## config.mk

```make
export PLATFORM = sky130hd
export DESIGN_NAME = uart_tx_param
export DESIGN_NICKNAME = d
export VERILOG_FILES = /design/src/rtl/uart_tx_param.sv
export SDC_FILE = /design/constraint.sdc
export NUM_CORES = 1
export LEC_CHECK = 0
export CORE_MARGIN = 2
export CORE_UTILIZATION = 65
export DETAILED_ROUTE_END_ITERATION = 6
export DONT_BUFFER_PORTS = 1
export PLACE_DENSITY = 0.81
export SYNTH_ARGS = -nofsm -noshare
export SYNTH_HDL_FRONTEND = slang
export SYNTH_SLANG_ARGS = --single-unit
```

## constraint.sdc

```tcl
create_clock -name clk -period 3.16 [get_ports clk]
set_input_delay 0.316 -clock clk [delete_from_list [all_inputs] [get_ports clk]]
set_output_delay 0.316 -clock clk [all_outputs]
set_load 0.1 [all_outputs]
```

## src/rtl/uart_tx_param.sv

```systemverilog
// Parametrised UART transmitter: DATA_BITS data, optional even/odd parity, 1-2 stop bits, holding + shift register.
// Line changes one clk after a baud_tick edge; TBR low while the holding register is full. Optional UART_TX_BREAK_EN adds send_break.
module uart_tx_param #(
  parameter int DATA_BITS   = 8,
  parameter int PARITY_MODE = 0,
  parameter int STOP_BITS   = 1
) (
  input  logic                 clk,
  input  logic                 reset,
  input  logic                 baud_tick,
  input  logic                 transmit_enable,
  input  logic [DATA_BITS-1:0] transmit_buffer,
`ifdef UART_TX_BREAK_EN
  input  logic                 send_break,
`endif
  output logic                 TBR,
  output logic                 TxD,
  output logic                 tx_busy,
  output logic                 tx_done
);

  localparam int CW = $clog2(DATA_BITS);
  localparam logic [CW-1:0] LAST_BIT = CW'(DATA_BITS - 1);
  localparam logic STOP_LAST = 1'(STOP_BITS - 1);

  typedef enum logic [2:0] {IDLE, START, DATA, PARITY, STOP} state_t;

  state_t               state;
  logic [DATA_BITS-1:0] hold_q;
  logic [DATA_BITS-1:0] shift_q;
  logic                 parity_q;
  logic [CW-1:0]        cnt;
  logic                 stop_cnt;
  logic                 brk;

`ifdef UART_TX_BREAK_EN
  assign brk = send_break;
`else
  assign brk = 1'b0;
`endif

  always_ff @(posedge clk or negedge reset) begin
    if (!reset) begin
      state    <= IDLE;
      hold_q   <= '0;
      shift_q  <= '0;
      parity_q <= 1'b0;
      cnt      <= '0;
      stop_cnt <= 1'b0;
      TBR      <= 1'b1;
      TxD      <= 1'b1;
      tx_busy  <= 1'b0;
      tx_done  <= 1'b0;
    end else begin
      tx_done <= 1'b0;
      // A write needs TBR=1 and a transfer needs TBR=0, so they never collide.
      if (transmit_enable && TBR) begin
        hold_q <= transmit_buffer;
        TBR    <= 1'b0;
      end
      case (state)
        IDLE: begin
          TxD <= ~brk;
          if (baud_tick && !TBR && !brk) begin
            shift_q  <= hold_q;
            parity_q <= (^hold_q) ^ (PARITY_MODE == 2);
            TBR      <= 1'b1;
            TxD      <= 1'b0;
            tx_busy  <= 1'b1;
            state    <= START;
          end
        end
        START: if (baud_tick) begin
          TxD     <= shift_q[0];
          shift_q <= shift_q >> 1;
          cnt     <= '0;
          state   <= DATA;
        end
        DATA: if (baud_tick) begin
          if (cnt == LAST_BIT) begin
            stop_cnt <= 1'b0;
            if (PARITY_MODE != 0) begin
              TxD   <= parity_q;
              state <= PARITY;
            end else begin
              TxD   <= 1'b1;
              state <= STOP;
            end
          end else begin
            cnt     <= cnt + 1'b1;
            TxD     <= shift_q[0];
            shift_q <= shift_q >> 1;
          end
        end
        PARITY: if (baud_tick) begin
          TxD      <= 1'b1;
          stop_cnt <= 1'b0;
          state    <= STOP;
        end
        STOP: if (baud_tick) begin
          if (stop_cnt == STOP_LAST) begin
            tx_done <= 1'b1;
            // Pending data starts straight away so back-to-back frames have no idle bit.
            if (!TBR) begin
              shift_q  <= hold_q;
              parity_q <= (^hold_q) ^ (PARITY_MODE == 2);
              TBR      <= 1'b1;
              TxD      <= 1'b0;
              state    <= START;
            end else begin
              tx_busy <= 1'b0;
              state   <= IDLE;
            end
          end else begin
            stop_cnt <= stop_cnt + 1'b1;
          end
        end
        default: begin
          TxD     <= 1'b1;
          tx_busy <= 1'b0;
          state   <= IDLE;
        end
      endcase
    end
  end

endmodule

```

==> impl_metrics.ini, run 1 <==
[global_route]
grt_remaining_overflow = 0
grt.total_usage_pct = 18.6
grt_first_pass_wirelength_mm = 3.46
antenna_found_initial = 0
vias_in_the_first_global_route = 798
grt_start_max_net_pins = 27

[final_layout]
finalNetCount = 129
stdcell_area_um2 = 1310
n_antenna_cell = 0
area_growth_syn_to_layout_pct = 2.74
instances_no_fill = 141
post_route_cells_drive_above_1_share_pct = 14.9

[logic_synthesis]
synthTopCellsByCount = 24 x dfrtp_1, 13 x nand2_1, 10 x o21ai_1, 8 x mux2_2, 7 x mux2i_1
synth_ff_type = dfrtp_1
postSynthAreaPerCell_um2 = 11.2
async_flop_share_pct = 100
synth-seq-area-share_pct = 51.1
syn-instance-count = 114
synth-edff-count = 0
yosysWarningCount = 0
synthDistinctLibCells = 30
yosys.area.top_type = dfrtp_1
yosys-top-cells-area = dfrtp_1 47%, mux2_2 7.0%, mux2i_1 5.5%, dfstp_2 4.1%, o21ai_1 3.9%
post_synth_instance_area_um2 = 1280
yosysMostFrequentCell = dfrtp_1
ys_ff_latch = 26
synth_top_cell_area_share_pct = 47.0
syn-num-nets = 128

[clock_network]
cts_hold_buffers = 2
clock_tree.root_cell = clkbuf_4
worst_skew_pair.late_latency_ns = 0.31
clock_tree.buffer_depth = 2
cts_sinks = 26
cts.clk_slew.worst_paths_ns = 0.13
post_cts.resized_instances = 0
cts-htree-levels = 1
cts_inserted_buffers = 3
cts_setup_buffers = 0
cts_tree = built

[floorplan]
floorplan.io_pins = 16
initial_core_util_pct = 67.2
dieArea_um2 = 2340
die_w_um = 48.4
floorplan.core_area_um2 = 1900
fp.dieH_um = 48.4
placementRows = 16

[placed_design]
place.detailed.instances = 135
routabilityCongestion = 0.763
placedInstanceArea_um2 = 1260
hpwl_mm = 1.35
portBuffers = 0

[drt]
drc_errors = 0
dr.pass1.iters = 3
drt_iter0_drc = 4
detailroute.via_count = 797
detail_route.wl_per_cell_um = 13.3
routed_wl_mm = 1.87
detail-route-antenna-nets = 0
vias_per_cell = 5.65

[sta]
final_min_period_over_clock_period_pct = 60.7
rsz_0062_raised_after_global_routing = no
final.min_clock_period_ns = 1.92
final.setup.tns_ns = 0
worst_slew_pin_slew_ns = 0.927
report.final.setup_viol = 0
slew_headroom_pct = 38.2
report.final.hold_viol_count = 0
max_clock_freq_mhz = 522
finClkSkew_ns = 0.00619
finalMaxSlewViolations = 0

[critical_path]
end_kind = flip-flop
cp.buffers_inverters = 0
r2r_start = TBR
timing.critical_path.from_type = flip-flop
timing.critical_path.slowest_stage_cell = dfstp_2
crit-reg2reg-capture = shift_q[7]
critical_path.cell_chain = nor2_1 > o311ai_4 > o21ai_1
cp_top_delay_family = flip-flops
r2r_cells = 3
cp_data_arrival_time_ns = 2.10
worst_path_maximum_fanout = 16
r2r_setup_slack_ns = 1.24
timing.setup.critical_path_class = flip-flop to flip-flop
required_ns = 3.34
cpPeakStageDelay_ns = 0.93

[worst_hold_path]
worst_min_delay_path_startpoint = baud_tick
hold-path-cell-count = 1
min_to = state[2]
hp-class = primary input to flip-flop

[power]
cellLeakagePower_uw = 0.000592
power_density_nw_per_um2 = 1100
peakVddDrop_mv = 0.606

[job]
drv_cap = 0

[status]
outcome = completed
==> stage by stage <==
stage                     hold slack, ns  setup slack [ns]  utilization [%]  total power (µW)
final                             0.0996              1.24             69.1              1440
after global routing              0.0860              1.08             69.1              1550
after CTS                          0.103              1.24             69.1              1450
after detailed placement          0.0209              1.26             66.1              1310
after global placement            0.0212              1.30             66.1              1270
after floorplan                   0.0204              1.45                -              1270
==> power by group <==
| part | total [µW] | switching (µW) | internal (µW) |
|---|---|---|---|
| Combinational | 548 | 259 | 288 |
| Clock | 140 | 91.0 | 49.2 |
| Sequential | 753 | 263 | 490 |
| Total | 1440 | 613 | 828 |
==> registers in the layout (all words and copies together), names as in the netlist <==
register	flops
tx_done	1
TxD	1
cnt	3
shift_q	8
state	3
tx_busy	1
TBR	1
hold_q	8
==> cell usage in the layout, fill, tap and decap left out, drive strengths merged, types with 4 or more instances in the layout <==
master / count
mux2: 9
nor2: 6
nand2: 13
nand2b: 4
clkbuf: 4
o21ai: 14
mux2i: 7
dfrtp: 24
==> routing by layer <==
metal	GRT usage, %	vias to the layer above	wire length (µm)
li1	-	398	-
met1	25.1	382	858
met2	31.0	13	931
met3	3.40	4	56
met4	5.71	0	25
met5	0	-	0
==> kinds of logic after synthesis <==
group	Yosys count	synth area share, %
fa+ha+maj	2	1.96
xor+xnor	1	0.685
flops	26	51.1
buf+inv	9	5.19
compound gates	26	13.8
simple gates	34	13.6
mux	16	13.7
==> layout make-up <==
| cell class | instances | area, µm² |
|---|---|---|
| sequential | 26 | 653 |
| inverter | 3 | 11.3 |
| fill | 149 | 588 |
| clock buffer | 4 | 26.3 |
| timing repair buffer | 2 | 30.0 |
| multi-input combinational | 79 | 559 |
| tap | 27 | 33.8 |
==> worst max path at each step <==
stage	start	endpoint	cells past startpoint	slack, ns
5_1_grt	cnt[0]	shift_q[7]	6	1.08
3_3_place_gp	TBR	shift_q[1]	3	1.30
6_report	TBR	shift_q[7]	3	1.24
2_1_floorplan	TBR	shift_q[6]	4	1.45
4_1_cts	TBR	shift_q[7]	3	1.24
3_5_place_dp	TBR	shift_q[7]	3	1.26
Note: power is estimated with default switching activity, not from simulation.
==> run 2, diff against run 1 <==
CORE_UTILIZATION = 55   (was 65)
PLACE_DENSITY = 0.73   (was 0.81)
clock period = 1.7 ns   (was 3.16 ns; I/O delays follow)
==> impl_metrics.ini, run 2 (synthesis results as in run 1) <==
[clock_network]
cts.clk_slew.worst_paths_ns = 0.14
cts_sinks = 26
clock_tree.root_cell = clkbuf_4
worst_skew_pair.late_latency_ns = 0.32
clock_tree.buffer_depth = 2
cts-htree-levels = 1
cts_tree = built
cts_inserted_buffers = 3

[placed_design]
hpwl_mm = 1.44
routabilityCongestion = 0.802
pre_cts_slack_ns = -0.113
portBuffers = 0
placedInstanceArea_um2 = 1310

[critical_path]
r2r_setup_slack_ns = 0.1
timing.critical_path.from_type = flip-flop
r2r_start = cnt[0]
cp-startpoint = cnt[0]
critical_path.cell_chain = ha_1 > ha_2 > nor3b_1 > o21bai_1 > a22o_1 > mux2_4
timing.critical_path.slowest_stage_cell = dfrtp_1
worst_path_maximum_fanout = 8
timing.setup.critical_path_class = flip-flop to flip-flop
required_ns = 1.97
end_kind = flip-flop
cp_top_delay_family = adder cells
crit-reg2reg-capture = TxD
endpoint = TxD
r2r_cells = 6
critical_path_depth = 6
cp.buffers_inverters = 0
cpPeakStageDelay_ns = 0.41
cp_data_arrival_time_ns = 1.87

[power]
power_density_nw_per_um2 = 1930
pwr-share-comb_pct = 50.5
power.net_switching_uw = 1190
switching_share_of_power_pct = 40.9
clock_power_share_pct = 10.8
seq_power_share_pct = 38.6
peakVddDrop_mv = 1.15
cellLeakagePower_uw = 0.000686
finalPower_uw = 2910
power_report.internal_total_uw = 1720

[global_route]
grt.total_usage_pct = 18.0
grt_start_max_net_pins = 27
grt_first_pass_wirelength_mm = 3.57
vias_in_the_first_global_route = 831
antenna_found_initial = 0
grt_remaining_overflow = 0

[final_layout]
area_growth_syn_to_layout_pct = 18.0
most_common_cell_after_layout_fill_and_taps_aside = dfrtp_1
post_route_cells_drive_above_1_share_pct = 21.2
n_antenna_cell = 0
layout_top_registers = hold_q: 8 flops, shift_q: 8 flops
finalNetCount = 147
ff_latch_area_um2 = 657
fin_util_pct = 68.2
filler_cell_count = 177
multi_input_area_um2 = 567
stdcell_area_um2 = 1510
mostFrequentLayoutCells = 24 x dfrtp_1, 13 x nand2_1, 11 x dlygate4sd3_1, 10 x o21ai_1, 8 x mux2_2

[drt]
drc_errors = 0
detail_route.wl_per_cell_um = 13.3
detail-route-antenna-nets = 0
drt_iter0_drc = 8
vias_per_cell = 5.53
dr.pass1.iters = 4
detailroute.via_count = 885
routed_wl_mm = 2.13

[sta]
report.final.hold_viol_count = 0
report.final.setup_viol = 0
finalMaxSlewViolations = 0
rsz_0062_raised_after_global_routing = no
finClkSkew_ns = 0.000889
final.min_clock_period_ns = 1.60
slew_headroom_pct = 76.7
finalWorstSetupSlack_ns = 0.0967
max_clock_freq_mhz = 624
final_min_period_over_clock_period_pct = 94.3
worst_slew_pin_slew_ns = 0.349

[status]
outcome = completed

[job]
drv_cap = 0

[floorplan]
floorplan.core_area_um2 = 2210
placementRows = 17
die_w_um = 52.2
dieArea_um2 = 2730
initial_core_util_pct = 57.8
floorplan.io_pins = 16
fp.dieH_um = 52.2

[worst_hold_path]
hp-class = primary input to flip-flop
-- run 2: cell count changes in the layout (fill, tap and decap cells not counted), sizes merged --
cell	change
dlygate4sd3	+10
buf	+8
-- run 2: cell type report --
type | count | share of cell area (%)
clock buffers | 4 | 2.40
inverters | 3 | 0.746
multi-input cells | 79 | 37.6
flip-flops and latches | 26 | 43.5
well taps | 28 | 2.32
repair buffers | 20 | 13.4
-- run 2: stage by stage --
stage          setup TNS, ns  hold WS, ns  cells
2_1_floorplan              0       -0.126    114
6_report                   0       0.0220    160
4_1_cts                    0       0.0118    159
5_1_grt                    0       0.0253    160
3_5_place_dp          -0.796       -0.125    142
3_3_place_gp          -0.261       -0.125    142
-- run 2: timing repair --
| action | in CTS | in global routing |
|---|---|---|
| endpoints found under the hold margin | 37 | 0 |
| gates cloned | 0 | 0 |
| gates resized for setup | 1 | 0 |
| pin swaps | 1 | 0 |
| endpoints found under the setup margin | 9 | 2 |
| setup buffers | 1 | 1 |
| hold buffers | 12 | 0 |
-- run 2: power by group through the flow --
stage          Combinational, µW  Clock, µW  Sequential (µW)
4_1_cts                     1470        324             1130
3_3_place_gp                1340          0             1130
6_report                    1470        315             1120
2_1_floorplan               1070          0             1310
3_5_place_dp                1380          0             1140
5_1_grt                     1600        348             1170
-- run 2: worst min-delay path by stage --
| stage | startpoint | endpoint | depth (start not counted) |
|---|---|---|---|
| detailed placement | reset | cnt[1] | 0 |
| global route | baud_tick | state[0] | 2 |
| finish | baud_tick | state[1] | 2 |
| CTS | baud_tick | state[1] | 2 |
| global placement | reset | cnt[1] | 0 |
| floorplan | reset | cnt[0] | 0 |
-- run 2: layer usage --
| layer | part of all wire [%] | up-vias | track usage, % | routed length, µm |
|---|---|---|---|---|
| met3 | 2.7 | 5 | 3.43 | 57 |
| met2 | 51 | 15 | 30.6 | 1090 |
| li1 | - | 434 | - | - |
| met5 | 0 | - | 0 | 0 |
| met4 | 1.8 | 0 | 7.69 | 38 |
| met1 | 45 | 431 | 22.4 | 950 |
